<file path="config.mk">
export PLATFORM = sky130hd
export DESIGN_NAME = gf_vme_access_ctrl
export DESIGN_NICKNAME = d
export VERILOG_FILES = /design/src/rtl/gf_vme_access_ctrl.sv
export SDC_FILE = /design/constraint.sdc
export NUM_CORES = 1
export LEC_CHECK = 0
export BUFFER_PORTS_ARGS = -buffer_cell sky130_fd_sc_hd__buf_4
export CAP_MARGIN = 20
export CORE_ASPECT_RATIO = 1.4
export CORE_MARGIN = 2
export CORE_UTILIZATION = 45
export DETAILED_ROUTE_END_ITERATION = 12
export GPL_TIMING_DRIVEN = 0
export PLACE_DENSITY_LB_ADDON = 0.05
export SLEW_MARGIN = 15
export SYNTH_ARGS = -nofsm -noshare
export SYNTH_HDL_FRONTEND = slang
export SYNTH_SLANG_ARGS = --single-unit
</file>
<file path="constraint.sdc">
create_clock -name clk -period 3.3 [get_ports clk]
set_clock_uncertainty 0.15 [all_clocks]
set_input_delay 0.66 -clock clk [delete_from_list [all_inputs] [get_ports clk]]
set_output_delay 0.66 -clock clk [all_outputs]
set_load 0.01 [all_outputs]
</file>
<file path="src/rtl/gf_vme_access_ctrl.sv">
// VME A24/D32 slave-cycle sequencer for the gigafitter register space.
// Synchronises VME strobes, drives the shared read/write access levels, closes cycles with DTACK/BERR.
module gf_vme_access_ctrl #(
  parameter logic [7:0]  BASE_ADDR   = 8'h00,
  parameter int unsigned SYNC_STAGES = 2,
  parameter int unsigned WR_HOLD     = 3,
  parameter int unsigned RD_TIMEOUT  = 255
) (
  input  logic        clk,
  input  logic        init_n,
  input  logic        vme_as_n,
  input  logic        vme_ds_n,
  input  logic        vme_write_n,
  input  logic [23:0] vme_addr,
  input  logic [31:0] vme_data_in,
  input  logic        rd_valid,
  input  logic [31:0] rd_data,
  output logic [15:0] address,
  output logic [31:0] wr_data,
  output logic        writeAccess,
  output logic        readAccess,
  output logic [31:0] vme_data_out,
  output logic        data_oe,
  output logic        dtack_n,
  output logic        berr_n
);

  localparam int unsigned MaxCnt = (WR_HOLD > RD_TIMEOUT) ? WR_HOLD : RD_TIMEOUT;
  localparam int unsigned CntW   = $clog2(MaxCnt + 1);
  localparam logic [CntW-1:0] WrLast = CntW'(WR_HOLD - 1);
  localparam logic [CntW-1:0] RdLast = CntW'(RD_TIMEOUT - 1);

  typedef enum logic [2:0] {
    StIdle, StWrite, StRead, StAck, StBerr, StIgnore, StRelease
  } state_e;

  state_e state_q, state_d;
  logic [CntW-1:0] cnt_q, cnt_d, cnt_inc;
  logic [SYNC_STAGES-1:0] as_sync_q, ds_sync_q, wr_sync_q;
  logic as_s, ds_s, wr_s;

  logic [15:0] address_q, address_d;
  logic [31:0] wr_data_q, wr_data_d;
  logic [31:0] rdata_q, rdata_d;
  logic        write_q, write_d;
  logic        read_q, read_d;
  logic        oe_q, oe_d;
  logic        dtack_q, dtack_d;
  logic        berr_q, berr_d;

  assign as_s = as_sync_q[SYNC_STAGES-1];
  assign ds_s = ds_sync_q[SYNC_STAGES-1];
  assign wr_s = wr_sync_q[SYNC_STAGES-1];

  // Saturating count so a stuck cycle can never wrap back into a valid compare.
  assign cnt_inc = (cnt_q == '1) ? cnt_q : cnt_q + 1'b1;

  always_ff @(posedge clk) begin
    if (!init_n) begin
      as_sync_q <= '1;
      ds_sync_q <= '1;
      wr_sync_q <= '1;
      state_q   <= StIdle;
      cnt_q     <= '0;
      address_q <= '0;
      wr_data_q <= '0;
      rdata_q   <= '0;
      write_q   <= 1'b0;
      read_q    <= 1'b0;
      oe_q      <= 1'b0;
      dtack_q   <= 1'b1;
      berr_q    <= 1'b1;
    end else begin
      as_sync_q <= {as_sync_q[SYNC_STAGES-2:0], vme_as_n};
      ds_sync_q <= {ds_sync_q[SYNC_STAGES-2:0], vme_ds_n};
      wr_sync_q <= {wr_sync_q[SYNC_STAGES-2:0], vme_write_n};
      state_q   <= state_d;
      cnt_q     <= cnt_d;
      address_q <= address_d;
      wr_data_q <= wr_data_d;
      rdata_q   <= rdata_d;
      write_q   <= write_d;
      read_q    <= read_d;
      oe_q      <= oe_d;
      dtack_q   <= dtack_d;
      berr_q    <= berr_d;
    end
  end

  always_comb begin
    state_d   = state_q;
    cnt_d     = cnt_q;
    address_d = address_q;
    wr_data_d = wr_data_q;
    rdata_d   = rdata_q;
    write_d   = write_q;
    read_d    = read_q;
    oe_d      = oe_q;
    dtack_d   = dtack_q;
    berr_d    = berr_q;
    case (state_q)
      StIdle: begin
        if (!as_s && !ds_s) begin
          if (vme_addr[23:16] == BASE_ADDR) begin
            address_d = vme_addr[15:0];
            cnt_d     = '0;
            if (!wr_s) begin
              wr_data_d = vme_data_in;
              write_d   = 1'b1;
              state_d   = StWrite;
            end else begin
              read_d  = 1'b1;
              state_d = StRead;
            end
          end else begin
            state_d = StIgnore;
          end
        end
      end
      StWrite: begin
        if (as_s) begin
          write_d = 1'b0;
          state_d = StIdle;
        end else begin
          cnt_d = cnt_inc;
          if (cnt_q == WrLast) begin
            dtack_d = 1'b0;
            state_d = StAck;
          end
        end
      end
      StRead: begin
        if (as_s) begin
          read_d  = 1'b0;
          state_d = StIdle;
        end else if (rd_valid) begin
          rdata_d = rd_data;
          dtack_d = 1'b0;
          oe_d    = 1'b1;
          state_d = StAck;
        end else begin
          cnt_d = cnt_inc;
          if (cnt_q == RdLast) begin
            berr_d  = 1'b0;
            state_d = StBerr;
          end
        end
      end
      // Access level stays up until DS rises so the decoder veto cannot re-fire.
      StAck, StBerr: begin
        if (ds_s) begin
          dtack_d = 1'b1;
          berr_d  = 1'b1;
          oe_d    = 1'b0;
          write_d = 1'b0;
          read_d  = 1'b0;
          state_d = StRelease;
        end
      end
      StIgnore, StRelease: begin
        if (as_s) begin
          state_d = StIdle;
        end
      end
      default: state_d = StIdle;
    endcase
  end

  assign address      = address_q;
  assign wr_data      = wr_data_q;
  assign writeAccess  = write_q;
  assign readAccess   = read_q;
  assign vme_data_out = rdata_q;
  assign data_oe      = oe_q;
  assign dtack_n      = dtack_q;
  assign berr_n       = berr_q;

endmodule

</file>
# Yosys cells after proc, flatten, opt, wreduce, memory -nomap -nowiden
# Cells that the tools add are included.
[op_classes]
n_eq_ne = 25
bitwise = 2
n_addsub = 1
muxes = 41
reduce_logical = 22
[op_table]
columns = ["cell", "count"]
rows = [
  ["$mux W8", 6],
  ["$ne A2 B2 Y1 const B", 14],
  ["$mux W3", 9],
  ["$pmux W8 S3", 1],
  ["$reduce_and A6 Y1", 4],
  ["$mux W1", 18],
  ["$eq A8 B8 Y1 const B", 2],
  ["$pmux W3 S5", 1],
  ["$reduce_bool A3 Y1", 4],
  ["$reduce_and A5 Y1", 2],
  ["$eq A3 B3 Y1 const B", 3],
  ["$pmux W1 S3", 3],
  ["$add A8 B1 Y8 const B", 1],
  ["$eq A8 B2 Y1 const B", 1],
  ["$logic_not A8 Y1", 1],
  ["$reduce_and A4 Y1", 2],
  ["$eq A3 B2 Y1 const B", 2],
  ["$reduce_and A3 Y1", 2],
  ["$ne A4 B4 Y1 const B", 1],
  ["$pmux W1 S2", 2],
  ["$reduce_or A2 Y1", 2],
  ["$eq A3 B1 Y1 const B", 1],
  ["$logic_not A3 Y1", 1],
  ["$ne A3 B3 Y1 const B", 1],
  ["other kinds (5)", 7],
]
[totals]
reg_bits = 102
word_cells = 104
out_inout_bits = 85

# Logic depth before layout (Yosys ltp)
# Gate-level depths: netlist of run 1.
[depth]
depth_word = 5
mapped_depth = 8
depth_no_buf = 7

# Least setup slack after synthesis of run 1
# No wires, ideal clock.
[synth_timing]
kind = "input port to flip-flop"
startpoint = "in vme_addr[21]"
endpoint = "reg wr_data_q[10] (netlist: wr_data[10])"
required_ns = 3.034
cell_stages = 7
setup_slack_ns = 0.966
t_arrival_ns = 2.068
cell_sequence = "or4_4 -> nor4_4 -> nand2b_1 -> buf_2 -> buf_6 -> nand2_1 -> a21boi_1"
[synth_between]
elab_chain_len = 2
[synth_lines]
columns = ["item", "line", "source"]
rows = [
  ["start, declared", "14", "input logic [23:0] vme_addr,"],
  ["$logic_not A8 Y1", "104", "if (vme_addr[23:16] == BASE_ADDR) begin"],
  ["$reduce_and A4 Y1 (no source line)", "-", ""],
  ["end signal, assigned", "80", "wr_data_q <= wr_data_d;"],
  ["end, declared", "43", "logic [31:0] wr_data_q, wr_data_d;"],
]
# Every way passes these cells.
# A chain may end at the register's enable or synchronous reset.

# Worst setup path in the final report of run 1
[layout_timing]
startpoint = "in vme_addr[17]"
endpoint = "reg wr_data_q[14] (netlist: wr_data[14])"
# The elaborated chain is that of the path after synthesis.

==> results of run 1 <==
==> power groups by stage <==
stage                     sequential (mW)  clock, mW  combinational, mW
after floorplan                      1.32          0              0.320
after global placement               1.32          0              0.515
after detailed placement             1.32          0              0.521
after CTS                            1.29       1.12              0.524
after global routing                 1.29       1.17              0.576
final                                1.29       1.10              0.531
==> cell families after synthesis <==
family                     Yosys count  share of synthesized area
adders and majority gates            2                    0.00583
buffers and inverters               39                     0.0420
and+or+nand+nor                    236                      0.242
xor gates and xnor gates             5                     0.0102
AOI/OAI and AO/OA                  127                      0.220
muxes                                2                    0.00466
DFF                                102                      0.476
==> state kept, by name (all words and copies together), names as in the netlist, 2 cells and up <==
name and cells:
wr_data 32, vme_data_out 32, state_q 3, as_sync_q 2, address 16, cnt_q 8
wr_sync_q 2, ds_sync_q 2
==> cell usage in the layout, fill, tap and decap left out, drive strengths merged, types with 2 or more instances in the layout <==
| master | netlist | final |
|---|---|---|
| a2111oi | 3 | 3 |
| a211oi | 4 | 4 |
| a21boi | 81 | 81 |
| a21oi | 12 | 12 |
| a311oi | 2 | 2 |
| a31o | 2 | 2 |
| a31oi | 3 | 3 |
| and2 | 2 | 2 |
| and3 | 2 | 2 |
| buf | 11 | 188 |
| clkbuf | 24 | 38 |
| dfxtp | 102 | 102 |
| ha | 2 | 2 |
| inv | 4 | 4 |
| mux2i | 2 | 2 |
| nand2 | 171 | 171 |
| nand2b | 10 | 10 |
| nand3 | 7 | 7 |
| nand4 | 5 | 5 |
| nor2 | 18 | 18 |
| nor2b | 2 | 2 |
| nor3 | 2 | 2 |
| nor4 | 5 | 5 |
| nor4b | 2 | 2 |
| o211ai | 3 | 3 |
| o21ai | 7 | 7 |
| o221ai | 2 | 2 |
| or2 | 3 | 3 |
| or4 | 2 | 2 |
| xnor2 | 5 | 5 |
==> per-layer routing <==
metal / up-vias / wire, µm
li1: 2107 / -
met1: 1879 / 4240
met2: 143 / 5820
met3: 22 / 640
met4: 0 / 249
met5: - / 0
==> per-stage QoR <==
step	setup slack (ns)	util
6_report	0.749	0.649
5_1_grt	0.520	0.649
4_1_cts	0.719	0.649
3_5_place_dp	0.361	0.616
3_3_place_gp	0.375	0.616
2_1_floorplan	0.966	-
==> final cells by class <==
class | instances | area, µm² | area share
Multi-Input combinational cell | 372 | 2070 | 0.341
Sequential cell | 102 | 2040 | 0.336
Timing Repair Buffer | 177 | 1330 | 0.219
Clock buffer | 14 | 274 | 0.0451
Buffer | 35 | 165 | 0.0272
Tap cell | 110 | 138 | 0.0227
Clock inverter | 2 | 38.8 | 0.00639
Inverter | 4 | 15.0 | 0.00247
==> path summary, 6_finish.rpt <==
| path | from | endpoint | slack (ns) |
|---|---|---|---|
| worst min-delay path | wr_sync_q[0] | wr_sync_q[1] | 0.25 |
| worst min register to register | wr_sync_q[0] | wr_sync_q[1] | 0.25 |
| worst max-delay path | vme_addr[17] | wr_data[14] | 0.75 |
| worst max register to register | as_sync_q[1] | wr_data[14] | 0.93 |
==> reports/results.tsv, run 1 <==
metric	value	unit
status	finished clean	
max_freq	392	MHz
synthFlopType	dfxtp_1	
clk_pin_slew_worst_paths	0.07	ns
switching_share	0.263	
grt_most_used_layer	met2	
intPower	2.15	mW
place_hpwl	8390	µm
finalSetupViolCount	0	
synth_edf_count	0	
fin_area	6070	µm²
cts_resized	0	
synth_cells	513	
port_buffers	177	
max-cap-violations	0	
grt_setup_unrepaired	false	
ios	179	
ys_types	51	
grt_pass1_vias	3924	
synth_top_area_cell	dfxtp_1	
syn_area	4290	µm²
ys_seq_area_frac	0.476	
fin_hold_ws	0.253	ns
cts.sinks	102	
total_power	2.92	mW
final.period_utilization	0.773	
vias	4151	
required	3.41	ns
hold_viol_final	0	
drt_wl_total	11000	µm
place_area	5760	µm²
cts_max_level	3	
syn_to_final_growth	41.4	%
yosys_warnings	0	
avgRoutedWirePerCell	13.4	µm
ys_top_cells_by_count	nand2_1, dfxtp_1, a21boi_0, a21boi_1, clkbuf_1	
grt_max_degree	16	
drtIter0Drc	262	
fillers	858	
drive_gt1_frac	0.303	
drtAntennaViolNets	0	
cp.buffers_inverters	2	
dieArea	10400	µm²
power.density	481	nW/µm²
cp_top_family	simple AND/OR/NAND/NOR gates	
slew_headroom	0.494	
worstPathArrival	2.67	ns
async_flop_share	0	
antenna_found_initial	0	
n_antenna_cell	0	
grt_overflow_total	0	
clock_power_share	0.376	
coreArea	9350	µm²
yosysTopAreaCellShare	0.476	
gp_congestion	0.922	
row_count	42	
drt-pass1-iter-count	4	
synth.most_common_cell	nand2_1	
critPathSlowestCell	nand4_1	
layout.cells.non_filler	816	
nNetsFinal	797	
numCtsBuffers	9	
cts_setup_buffers	0	
gr-usage-met2	0.384	
crit_cells	7	
dp.cells	800	
tightest_slew	0.753	ns
cp_slowest_stage_delay	0.50	ns
p_leak	2.47	nW
pwr-share-comb	0.182	
clockBufferDepth	2	
ys_ff_latch	102	
hold_depth	1	
die_h	120	µm
root_buffer	clkbuf_16	
cp_cell_sequence	buf_4, nor4_1, nand4_1, nor2_1, buf_2, nand2_1, a21boi_0	
initial_core_util	0.459	
route.detailed.drc	0	
setup_tns	0	ns
reg2reg_depth	7	
grt_pass1_wl	17800	µm
p_switching	0.768	mW
grt_util_met3	0.0461	
syn_avg_cell_area	8.37	µm²
cp-start-kind	input port	
worstSkewPairLatency	0.34	ns
critical_path_class	in -> reg	
use_met1	0.244	
end_kind	flop	
die_x	86.6	µm
p_seq_frac	0.442	
irDropWorstVdd	0.000314	V
cp_max_fo	10	
avgViaCountPerCell	5.09	
hold_path_class	reg -> reg	
fin_crit	2.55	ns
drv_slew	0	
grtUsageTotal	0.214	
cts_tree	built	
postCtsHoldBufs	0	
syn_nets	609	
synthTopCellsByArea	dfxtp_1, nand2_1, a21boi_0	
(Power assumes the default switching activity.)
==> run 2: changes to the inputs <==
- CORE_UTILIZATION: 45 -> 43
- clock period: 3.3 -> 2.3 ns (I/O delays scaled with it)
==> reports/results.tsv, run 2 (synthesized netlist as in run 1, its figures left out) <==
metric	value	unit
dieArea	10800	µm²
pwr-share-comb	0.195	
port_buffers	177	
tightest_slew	0.651	ns
cts_tree	built	
n_antenna_cell	0	
end_kind	flop	
place_area	5790	µm²
status	finished clean	
p_seq_frac	0.444	
multi_input_area	2130	µm²
initial_core_util	0.439	
grt_overflow_total	0	
worstSkewPairLatency	0.34	ns
syn_to_final_growth	43.7	%
gp_congestion	0.937	
switching_share	0.270	
die_x	88.5	µm
grt_max_degree	16	
numCtsBuffers	9	
critical_path_class	reg -> reg	
final.period_utilization	0.979	
slew_headroom	0.566	
fin_crit	2.25	ns
power.density	676	nW/µm²
worstPathArrival	2.35	ns
vias	4217	
antenna_found_initial	0	
reg2reg_depth	6	
crit_cells	6	
drv_slew	0	
fin_area	6170	µm²
p_leak	2.49	nW
critPathSlowestCell	or2_2	
clk_pin_slew_worst_paths	0.06	ns
cp-start-kind	flop	
grt_pass1_vias	4025	
final_cell_mix	buf_4, nand2_1, dfxtp_1	
finish.utilization	0.630	
irDropWorstVdd	0.000434	V
grt_setup_unrepaired	false	
finalSetupViolCount	0	
row_count	43	
drtIter0Drc	173	
cp_cell_sequence	clkbuf_1, or2_2, a211o_1, a31oi_2, o311a_2, mux2i_2	
p_switching	1.13	mW
cp_top_family	compound AO/OA/AOI/OAI gates	
cts_max_level	3	
grtUsageTotal	0.224	
rrSetupSlack	0.05	ns
r2r-start	ds_sync_q[1]	
place_hpwl	9160	µm
grt_pass1_wl	19100	µm
hold_viol_final	0	
cp.buffers_inverters	1	
wl_met3	943	µm
drive_gt1_frac	0.320	
drt_wl_total	12000	µm
die_h	122	µm
regArea	2040	µm²
root_buffer	clkbuf_16	
drt-pass1-iter-count	4	
endpoint	state_q[2]	
cp_slowest_stage_delay	0.40	ns
worstSetupStartpoint	ds_sync_q[1]	
r2r-end	state_q[2]	
cts.sinks	102	
clock_power_share	0.362	
coreArea	9790	µm²
met2_length	6110	µm
hold_path_class	in -> reg	
avgViaCountPerCell	5.00	
route.detailed.drc	0	
nNetsFinal	800	
highest_layer	met4	
final_common_cell	buf_4	
max_freq	444	MHz
cp_max_fo	10	
fillers	896	
postCtsHoldBufs	0	
wl_met1	4560	µm
required	2.40	ns
intPower	3.04	mW
clockBufferDepth	2	
ios	179	
max-cap-violations	0	
avgRoutedWirePerCell	14.2	µm
drtAntennaViolNets	0	
run 2: worst min path at each step:
stage	from	slack, ns	cells after the start	to
2_1_floorplan	as_sync_q[0]	0.24	1	as_sync_q[1]
6_report	vme_as_n	0.15	2	as_sync_q[0]
5_1_grt	vme_write_n	0.15	2	wr_sync_q[0]
4_1_cts	vme_as_n	0.14	2	as_sync_q[0]
3_5_place_dp	wr_sync_q[0]	0.25	1	wr_sync_q[1]
3_3_place_gp	ds_sync_q[0]	0.24	1	ds_sync_q[1]
run 2: layout make-up:
cell class | count | area share
flip-flops and latches | 102 | 0.331
well taps | 135 | 0.0274
plain buffers | 35 | 0.0276
multi-input cells | 372 | 0.345
inverters | 4 | 0.00243
clock buffers | 13 | 0.0406
repair buffers | 180 | 0.219
clock inverters | 3 | 0.00710
run 2: layer usage:
layer  GRT usage  vias to the layer above
met3      0.0746                       29
met5           0                        -
met2       0.383                      162
li1            -                     2116
met1       0.251                     1910
met4      0.0956                        0
run 2: timing repair:
item / CTS / global route
endpoints found under the setup margin: 61 / 38
resized for setup: 3 / 17
endpoints found under the hold margin: 0 / 0
pin swaps: 1 / 1
setup buffers: 2 / 1
run 2: per-stage QoR:
stage	power [mW]	std cells	TNS [ns]	worst slack, ns	hold WS, ns
floorplan	2.35	513	0	0.166	0.236
global placement	2.63	825	-14.77	-0.364	0.241
detailed placement	2.64	825	-17.35	-0.382	0.253
CTS	4.15	843	0	0.00717	0.144
global route	4.34	844	0	0.00769	0.149
finish	4.17	844	0	0.0477	0.154
run 2: power by group through the flow:
stage / combinational [mW] / sequential (mW) / clock [mW]
6_report: 0.812 / 1.85 / 1.51
5_1_grt: 0.880 / 1.85 / 1.61
4_1_cts: 0.761 / 1.85 / 1.54
3_5_place_dp: 0.753 / 1.89 / 0
3_3_place_gp: 0.744 / 1.89 / 0
2_1_floorplan: 0.459 / 1.89 / 0
==> run 3: changes to the inputs <==
- ABC_AREA: default -> 1
==> reports/results.tsv, run 3 <==
metric	value	unit
layout.cells.non_filler	866	
antenna_found_initial	0	
finish.utilization	0.629	
required	2.39	ns
clock_power_share	0.323	
row_count	42	
fin_crit	1.82	ns
die_h	121	µm
ys_seq_area_frac	0.488	
worstPathArrival	1.91	ns
grt_pass1_vias	4141	
avgViaCountPerCell	4.83	
dp.cells	850	
die_x	87.4	µm
coreArea	9460	µm²
dieArea	10500	µm²
tightest_slew	0.602	ns
cts_max_level	3	
worstSkewPairLatency	0.34	ns
syn_area	4180	µm²
final.period_utilization	0.791	
nNetsFinal	847	
grt_max_degree	18	
synth.most_common_cell	dfxtp_1	
setup_tns	0	ns
critical_path_class	reg -> reg	
drtAntennaViolNets	0	
drt-pass1-iter-count	4	
syn_nets	659	
grt_overflow_total	0	
synth_top_area_cell	dfxtp_1	
max-cap-violations	0	
end_kind	flop	
place_hpwl	8990	µm
synthFlopType	dfxtp_1	
syn_to_final_growth	42.2	%
synth_edf_count	0	
yosys_warnings	0	
final_cell_mix	buf_4, dfxtp_1, nor2_1	
cts.sinks	102	
finalSetupViolCount	0	
avgRoutedWirePerCell	13.4	µm
cts_tree	built	
grt_setup_unrepaired	false	
drt_wl_total	11600	µm
cts_resized	0	
numCtsBuffers	9	
status	finished clean	
n_antenna_cell	0	
cp_max_fo	10	
root_buffer	clkbuf_16	
drive_gt1_frac	0.298	
synth_cells	563	
cts_setup_buffers	0	
clockBufferDepth	2	
intPower	3.18	mW
max_freq	550	MHz
switching_share	0.331	
cp_slowest_stage_delay	0.31	ns
ys_types	32	
slew_headroom	0.599	
gp_congestion	0.879	
hold_viol_final	0	
clk_pin_slew_worst_paths	0.07	ns
drtIter0Drc	133	
drv_slew	0	
vias	4187	
syn_avg_cell_area	7.43	µm²
p_leak	2.63	nW
p_seq_frac	0.403	
power.density	798	nW/µm²
ys_top_cells_by_count	dfxtp_1, nor2_1, nand2_1, a21oi_1	
ys_ff_latch	102	
worst_path_most_repeated_cell	nor2_1	
p_switching	1.57	mW
pwr-share-comb	0.274	
cp_cell_sequence	buf_4, inv_1, nand3_1, nor2_1, nor2_4, nand2_2, o21bai_1, nor2_1	
ios	179	
hold_path_class	in -> reg	
irDropWorstVdd	0.000422	V
route.detailed.drc	0	
cp-start-kind	flop	
fillers	866	
initial_core_util	0.442	
critPathSlowestCell	dfxtp_1	
postCtsHoldBufs	0	
final_common_cell	buf_4	
port_buffers	177	
async_flop_share	0	
synthTopCellsByArea	dfxtp_1, nor2_1, nand2_1	
yosysTopAreaCellShare	0.488	
grt_pass1_wl	18600	µm
grtUsageTotal	0.223	
[run 3: cell count changes in the layout (fill, tap and decap cells not counted), sizes merged, moves of 15 or more]
cell,change
a21boi,-81
a21oi,+45
clkbuf,-15
inv,+52
nand2,-82
nand3,+29
nor2,+87
o21ai,+65
[run 3: final cells by class]
| type | count | area (µm²) | share of cell area |
|---|---|---|---|
| well taps | 110 | 138 | 0.0231 |
| flip-flops and latches | 102 | 2040 | 0.343 |
| plain buffers | 29 | 178 | 0.0299 |
| inverters | 56 | 210 | 0.0353 |
| repair buffers | 177 | 1330 | 0.223 |
| multi-input cells | 376 | 1750 | 0.295 |
| clock buffers | 10 | 229 | 0.0385 |
| clock inverters | 6 | 70.1 | 0.0118 |
[run 3: worst paths after layout]
path / from / endpoint / slack, ns / cells past startpoint
worst min-delay path: vme_write_n / wr_sync_q[0] / 0.15 / 2
worst max-delay path: state_q[2] / cnt_q[5] / 0.48 / 8
worst min register to register: as_sync_q[0] / as_sync_q[1] / 0.26 / 1
worst max register to register: state_q[2] / cnt_q[5] / 0.48 / 8
[run 3: power groups by stage]
stage	Combinational (mW)	Sequential, mW	Clock, mW
after CTS	1.30	1.91	1.56
after floorplan	0.877	1.96	0
after global routing	1.46	1.92	1.62
after detailed placement	1.29	1.95	0
final	1.30	1.91	1.53
after global placement	1.28	1.95	0
[run 3: logic make-up (layout without fill, tap and decap cells)]
family                   after synthesis  in the layout  synth area share
AND/OR/NAND/NOR                      241            241             0.251
AO/OA/AOI/OAI                        131            131             0.158
flip-flops                           102            102             0.488
buffers and inverters                 85            278            0.0927
adder cells (fa/ha/maj)                2              2           0.00598
XOR/XNOR                               2              2           0.00419
[run 3: metal layers]
layer  global-route usage  up-vias  share of wire
li1                     -     2171              -
met1                0.241     1866           0.38
met2                0.384      126           0.51
met3               0.0758       24          0.080
met4                0.102        0          0.032
met5                    0        -              0
[run 3: through the flow]
stage,power [mW],hold WS [ns],cell area (µm²),setup WS (ns)
floorplan,2.83,0.243,4180,0.669
global route,5.01,0.155,5950,0.311
detailed placement,3.25,0.252,5650,0.0907
CTS,4.77,0.148,5950,0.452
global placement,3.22,0.244,5650,0.143
finish,4.75,0.154,5950,0.481
[run 3: worst max-delay path: cells and delay by family (launching register included)]
kind            cells  cell delay, ns
compound gates      1            0.16
buf+inv             2            0.27
flops               1            0.31
simple gates        5            0.83
